## src/rtl/serial_frame_pkg.sv

```systemverilog
// Shared types and constants for the serial frame receiver.
package serial_frame_pkg;

  // Default payload width in bits.
  localparam int DATA_W_DEFAULT = 8;

  // Receiver FSM states, in the order they occur within a frame.
  typedef enum logic [1:0] {
    IDLE   = 2'd0,
    DATA   = 2'd1,
    PARITY = 2'd2,
    STOP   = 2'd3
  } rx_state_t;

endpackage

```

## src/rtl/frame_shift_reg.sv

```systemverilog
// Payload shift register with bit counter. Each shift stores din at the bit
// position given by the counter, so the first bit received lands in bit 0.
module frame_shift_reg #(
  parameter int DATA_W = 8
) (
  input  logic              clk,
  input  logic              reset,
  input  logic              shift_en,
  input  logic              clr,
  input  logic              din,
  output logic [DATA_W-1:0] q,
  output logic              done
);

  localparam int CNT_W = $clog2(DATA_W + 1);

  logic [CNT_W-1:0]  r_count;
  logic [DATA_W-1:0] r_q;
  logic [DATA_W-1:0] w_q_next;

  // Only the bit addressed by the counter takes din; all others hold.
  genvar gi;
  generate
    for (gi = 0; gi < DATA_W; gi++) begin : g_bit
      assign w_q_next[gi] = (r_count == CNT_W'(gi)) ? din : r_q[gi];
    end
  endgenerate

  // Clear on frame start, otherwise store one bit per shift enable.
  always_ff @(posedge clk or negedge reset) begin
    if (!reset) begin
      r_count <= '0;
      r_q     <= '0;
    end else if (clr) begin
      r_count <= '0;
      r_q     <= '0;
    end else if (shift_en) begin
      r_q     <= w_q_next;
      r_count <= r_count + CNT_W'(1);
    end
  end

  assign q = r_q;
  // High while the next shift stores the final payload bit; kept independent
  // of shift_en so the FSM can combine them without a combinational loop.
  assign done = (r_count == CNT_W'(DATA_W - 1));

endmodule

```

## src/rtl/serial_frame_rx.sv

```systemverilog
// Serial frame receiver: start bit, DATA_W data bits LSB first, optional even
// parity bit, stop bit. Completed frames are held in a single output register
// with valid/ready handshake; a frame that finds the register occupied is
// dropped and reported with a one-cycle overrun pulse.
module serial_frame_rx
  import serial_frame_pkg::*;
#(
  parameter int DATA_W    = DATA_W_DEFAULT,
  parameter int PARITY_EN = 1
) (
  input  logic              clk,
  input  logic              reset,
  input  logic              sd,
  input  logic              bit_en,
  output logic [DATA_W-1:0] data,
  output logic              out_valid,
  input  logic              out_ready,
  output logic              parity_err,
  output logic              frame_err,
  output logic              overrun
);

  rx_state_t r_state;
  rx_state_t w_state_next;

  logic              w_shift_en;
  logic              w_clr;
  logic              w_last_bit;
  logic              w_frame_done;
  logic [DATA_W-1:0] w_shift_q;

  logic              r_par_err;
  logic [DATA_W-1:0] r_data;
  logic              r_out_valid;
  logic              r_parity_err;
  logic              r_frame_err;
  logic              r_overrun;

  frame_shift_reg #(
    .DATA_W (DATA_W)
  ) u_shift (
    .clk      (clk),
    .reset    (reset),
    .shift_en (w_shift_en),
    .clr      (w_clr),
    .din      (sd),
    .q        (w_shift_q),
    .done     (w_last_bit)
  );

  // FSM state register.
  always_ff @(posedge clk or negedge reset) begin
    if (!reset) begin
      r_state <= IDLE;
    end else begin
      r_state <= w_state_next;
    end
  end

  // Next-state and datapath controls; nothing advances without bit_en.
  always_comb begin
    w_state_next = r_state;
    w_shift_en   = 1'b0;
    w_clr        = 1'b0;
    w_frame_done = 1'b0;
    if (bit_en) begin
      case (r_state)
        IDLE: begin
          if (!sd) begin
            w_clr        = 1'b1;
            w_state_next = DATA;
          end
        end
        DATA: begin
          w_shift_en = 1'b1;
          if (w_last_bit) begin
            w_state_next = (PARITY_EN != 0) ? PARITY : STOP;
          end
        end
        PARITY: begin
          w_state_next = STOP;
        end
        STOP: begin
          w_frame_done = 1'b1;
          w_state_next = IDLE;
        end
        default: begin
          w_state_next = IDLE;
        end
      endcase
    end
  end

  // Even parity check: data bits plus parity bit must XOR to zero.
  always_ff @(posedge clk or negedge reset) begin
    if (!reset) begin
      r_par_err <= 1'b0;
    end else if (bit_en && (r_state == PARITY)) begin
      r_par_err <= (^w_shift_q) ^ sd;
    end
  end

  // Output register: load on completion if empty or being accepted this
  // edge, otherwise drop the new frame and flag overrun.
  always_ff @(posedge clk or negedge reset) begin
    if (!reset) begin
      r_data       <= '0;
      r_out_valid  <= 1'b0;
      r_parity_err <= 1'b0;
      r_frame_err  <= 1'b0;
      r_overrun    <= 1'b0;
    end else begin
      r_overrun <= 1'b0;
      if (w_frame_done) begin
        if (!r_out_valid || out_ready) begin
          r_data       <= w_shift_q;
          r_parity_err <= (PARITY_EN != 0) ? r_par_err : 1'b0;
          r_frame_err  <= ~sd;
          r_out_valid  <= 1'b1;
        end else begin
          r_overrun <= 1'b1;
        end
      end else if (r_out_valid && out_ready) begin
        r_out_valid <= 1'b0;
      end
    end
  end

  assign data       = r_data;
  assign out_valid  = r_out_valid;
  assign parity_err = r_parity_err;
  assign frame_err  = r_frame_err;
  assign overrun    = r_overrun;

endmodule
```

## config.mk

```make
export PLATFORM = sky130hd
export DESIGN_NAME = serial_frame_rx
export DESIGN_NICKNAME = d
export VERILOG_FILES = /design/src/rtl/serial_frame_pkg.sv /design/src/rtl/frame_shift_reg.sv /design/src/rtl/serial_frame_rx.sv
export SDC_FILE = /design/constraint.sdc
export NUM_CORES = 1
export LEC_CHECK = 0
export BUFFER_PORTS_ARGS = -buffer_cell sky130_fd_sc_hd__buf_2
export CORE_ASPECT_RATIO = 1.25
export CORE_MARGIN = 4
export CORE_UTILIZATION = 50
export DETAILED_ROUTE_END_ITERATION = 16
export PLACE_DENSITY_LB_ADDON = 0.2
export SLEW_MARGIN = 20
export SYNTH_ARGS = -nofsm -noshare
export SYNTH_HDL_FRONTEND = slang
export SYNTH_SLANG_ARGS = --single-unit
```

## constraint.sdc

```tcl
create_clock -name clk -period 3 [get_ports clk]
set_clock_uncertainty 0.05 [all_clocks]
set_input_delay 0.15 -clock clk [delete_from_list [all_inputs] [get_ports clk]]
set_output_delay 0.15 -clock clk [all_outputs]
set_load 0.02 [all_outputs]
```

* Word level (Yosys, flattened, before mapping) *
Cells that the tools add are included.

word-level totals
  flip-flop bits (word level) = 27
  latch bits = 0
  RAM bits = 0
  ROM bits = 0
  input port bits = 5
  output and inout port bits = 12
  word-level logic and storage cells = 87
  memories = 0

operators by class
  $add $sub $neg = 1
  multiply operators = 0
  divide/modulo/power cells = 0
  order comparisons = 0
  eq/ne operators = 13
  shift-type cells = 0
  multiplexer cells = 27
  bitwise logic cells = 2
  reductions and logical operators = 28

operators by type and width
  kind                 count
  $mux 1               20
  $reduce_and 2->1     10
  $reduce_bool 2->1    10
  $eq 4x3->1 const B   4
  $mux 8               2
  $eq 4x2->1 const B   2
  $mux 4               2
  $pmux 2 s4           1
  $reduce_xor 8->1     1
  $add 4x1->4 const B  1
  $eq 2x2->1 const B   2
  $eq 4x1->1 const B   1
  $logic_not 4->1      1
  $mux 2               2
  $ne 2x1->1 const B   2
  $reduce_and 3->1     1
  $eq 2x1->1 const B   1
  $logic_and 1x1->1    2
  $logic_not 2->1      1
  $ne 2x2->1 const B   1
  $logic_not 1->1      1
  $logic_or 1x1->1     1
  $not 1->1            1
  $xor 1x1->1          1

* Longest topological paths before layout *
  word-level depth = 5
  mapped depth = 7
  depth with buffers taken out = 6

* Modules after synthesis *
A second synthesis with hierarchy kept.

second synthesis, totals
  cell total of the unflattened synthesis = 118
  area, all modules = 1,430.1 µm²

modules (own cells, without submodules)
  module           instances  cells an instance  area each (µm²)  sequential area each (µm²)
  frame_shift_reg  1          60                 715.7            300.3
  serial_frame_rx  1          58                 714.4            375.4

* Worst setup path after synthesis *
No wires, ideal clock.

  path type = reg2reg
  start point = register r_state[1]
  end point = register u_shift.r_q[3], in the netlist u_shift.q[3]
  library setup time = 0.126 ns
  arrival = 1.242 ns
  required time = 2.824 ns
  setup slack = 1.582 ns
  stages on the path, launching flop included = 8
  path buffers = 1
  period minus slack after synthesis = 1.418 ns
  cells stage by stage = dfrtp_1 > inv_1 > ha_1 > and2_1 > buf_2 > nand2_1 > o311ai_1 > nand2_1

between the ends
  word-level cells in the longest chain between the ends = 5
  elaborated cells between the ends (all ways) = 10
  classes of those cells = 1 x eq/ne; 5 x mux; 4 x reduce/logical

RTL lines
  what                                                  RTL line               source
  from (decl)                                           serial_frame_rx.sv:23  rx_state_t r_state;
  from (signal assigned)                                serial_frame_rx.sv:56  r_state <= w_state_next;
  $eq 2x1->1 / $logic_not 2->1 (equally long branches)  serial_frame_rx.sv:67  case (r_state)
  $mux 1                                                serial_frame_rx.sv:67
  $mux 1                                                serial_frame_rx.sv:66  if (bit_en) begin
  $reduce_bool 2->1 (no source line)                    -
  $reduce_and 2->1 (no source line)                     -
  to (signal assigned)                                  frame_shift_reg.sv:38  r_q <= w_q_next;
  to (decl)                                             frame_shift_reg.sv:18  logic [DATA_W-1:0] r_q;

Several ways; a longest one is shown, not always the timed one.
A chain may end at the register's enable or synchronous reset.

* Worst setup path after layout *
Ends and elaborated chain as after synthesis.

==> run summary <==
Status: completed
Root Buffer: clkbuf_4
Worst Path Max Fanout: 15
Top delay family on crit path: simple AND/OR/NAND/NOR gates
Post-CTS setup repair buffer count: 0
Yosys top cell area share: 49.9%
Clock Path Buffers: 2
Num CTS Buffers: 3
Share of layout cells above drive strength 1: 14.3%
Detailed Route WL: 2410 µm
H-tree Lvls: 1
Synth Instances: 139
I/O pins: 17
Critical path type: reg -> reg
Gp weighted congestion: 0.792
Most Frequent Cell on Critical Path: nand2_1
Peak Freq: 538 MHz
LEAKAGE: 0.000787 µW
GRT overflow: 0
Post-synthesis sequential area ratio: 49.9%
Final core occ: 59.2%
Asr flop ratio synth: 100%
First-pass DRT Iterations: 4
Die Span X: 54.5 µm
CP peak stage delay: 450 ps
Initial antenna violation count: 0
Worst r2r src: r_state[1]
Worst r2r dst: u_shift.q[3]
Core Rows: 20
Period utilization: 61.9%
Cell Area, Placed: 0.00145 mm²
Diodes inserted: 0
Largest net degree at the start of global routing: 28
RSZ-0062 raised after global routing: no
Reg-to-reg slack, setup: 1140 ps
Minimum clock period: 1860 ps
Routed len/inst: 12.9 µm
Number of remaining DRC errors: 0
Vias in the first global route: 1028
Number of hold violations in the final report: 0
Post-Route Setup TNS: 0 ps
Initial cell density of the core: 54.1%
IO buf count: 16
DRT iter0 DRCs: 30
Measured slew at the worst slew-check pin: 600 ps
Via density: 5.33
Final nets: 168
Post-CTS Resized: 0
Final ANT Viol Nets: 0
Worst hold stages: 2
Max-Cap Viols: 0
Die height: 66.2 µm
Count leader, synth: nand2_1
Final Slew Violations: 0
Largest cells by area after synthesis: dfrtp_1, nand2_1, ha_1
R2R depth: 6
CTS tree: done
Worst slew margin: 59.9%
Avg Cell Area, Syn: 9.74 µm²
Synth-to-layout area growth: 9.43%
Crit path buf inv count: 1
Ordered list of cells on the worst path: inv_1 -> ha_1 -> and2_1 -> nand2_1 -> o311ai_1 -> nand2_1
Worst vdd ir: 0.000516 V
HPWL Detailed: 1880 µm
First-pass GRT wire length: 4400 µm
# fillers: 228
Post-synth top cells: nand2_1, dfrtp_1, nand4_1
Vias after detailed routing: 996
Worst setup EP type: flop
Final Cell Area: 0.00148 mm²
Hold crit path type: in -> reg
Syn nets: 152
Hold_ws: 50.9 ps
Slowest cell on crit path: and2_1
Flops & latches, synth: 27
Startpoint type of the worst setup path: flop
Number of synthesis warnings: 0
Worst skew pair latency: 320 ps
Area leader, netlist: dfrtp_1
PwrDens: 963 mW/mm²
Total track usage: 16.5%
Die area: 0.00361 mm²
Clk slew on worst S/H paths: 140 ps
Start point of the worst hold path: bit_en
Synthesized area: 0.00135 mm²
Core Area: 0.00250 mm²
Final Setup Violations: 0
WP data arrival: 2040 ps
Synth Flop Type: dfrtp_1
CTS sink cnt: 27
Hold endpoint: r_state[0]
Critical Path RT: 3180 ps
Post-synth EDFFs: 0
Distinct cells, synth: 27
==> where the power goes <==
group	internal, µW	total, µW	switching (µW)
combinational	280	648	368
clock	52.2	155	103
sequential	499	624	125
==> stage by stage <==
stage	cells	total power (µW)	worst slack [ps]
2_1_floorplan	139	1120	1580
3_3_place_gp	182	1260	1270
3_5_place_dp	182	1290	1160
4_1_cts	187	1440	1150
5_1_grt	187	1560	985
6_report	187	1430	1140
==> flip-flops by register name, summed over array words and instances (netlist names) <==
register	count
data	8
u_shift.q	8
u_shift.r_count	4
r_state	2
frame_err	1
out_valid	1
overrun	1
parity_err	1
r_par_err	1
==> what timing repair did <==
action | 4_1_cts | 5_1_grt
endpoints found under the setup margin | 0 | 0
hold buffers | 1 | 0
endpoints found under the hold margin | 27 | 0
==> metal layers <==
metal  global-route usage [%]  vias to the layer above  share of wire (%)
li1                         -                      489                  -
met1                     18.6                      476                 41
met2                     29.5                       24                 53
met3                     2.03                        7                3.9
met4                     7.48                        0                2.6
met5                        0                        -                  0
==> layout make-up <==
type / instances / area, µm² / area share (%)
Clock buffer: 4 / 26.3 / 1.77
Inverter: 5 / 18.8 / 1.27
Multi-Input combinational cell: 101 / 629 / 42.5
Sequential cell: 27 / 676 / 45.6
Tap cell: 33 / 41.3 / 2.79
Timing Repair Buffer: 17 / 90.1 / 6.08
==> logic make-up after synthesis <==
kind of cell / share of synthesized area, %
AOI/OAI and AO/OA: 6.84
xor gates and xnor gates: 7.49
adders and majority gates: 7.39
buffers and inverters: 3.60
DFF: 49.9
muxes: 2.40
and+or+nand+nor: 22.4
==> worst max path at each step <==
| stage | startpoint | endpoint | slack [ps] | depth (start not counted) |
|---|---|---|---|---|
| after CTS | r_state[1] | u_shift.q[3] | 1150 | 6 |
| after detailed placement | r_state[1] | u_shift.q[3] | 1160 | 6 |
| after global routing | r_state[1] | u_shift.q[3] | 990 | 6 |
| final | r_state[1] | u_shift.q[3] | 1140 | 6 |
| after floorplan | r_state[1] | u_shift.q[3] | 1580 | 7 |
| after global placement | r_state[1] | u_shift.q[3] | 1270 | 6 |
==> placed cells by master, fill, tap and decap left out, types with 2 or more instances in the layout <==
cell,netlist,final
nor2b_1,2,2
nor2_1,8,8
inv_1,4,4
nand3_1,2,2
clkbuf_4,0,3
nand4_1,9,9
buf_2,3,16
o211ai_1,4,4
xor2_1,4,4
xnor2_1,5,5
dfrtp_1,27,27
o311ai_1,4,4
nand2_1,43,43
mux2_1,2,2
ha_1,8,8
No activity file was read; power rests on OpenSTA's default activity.
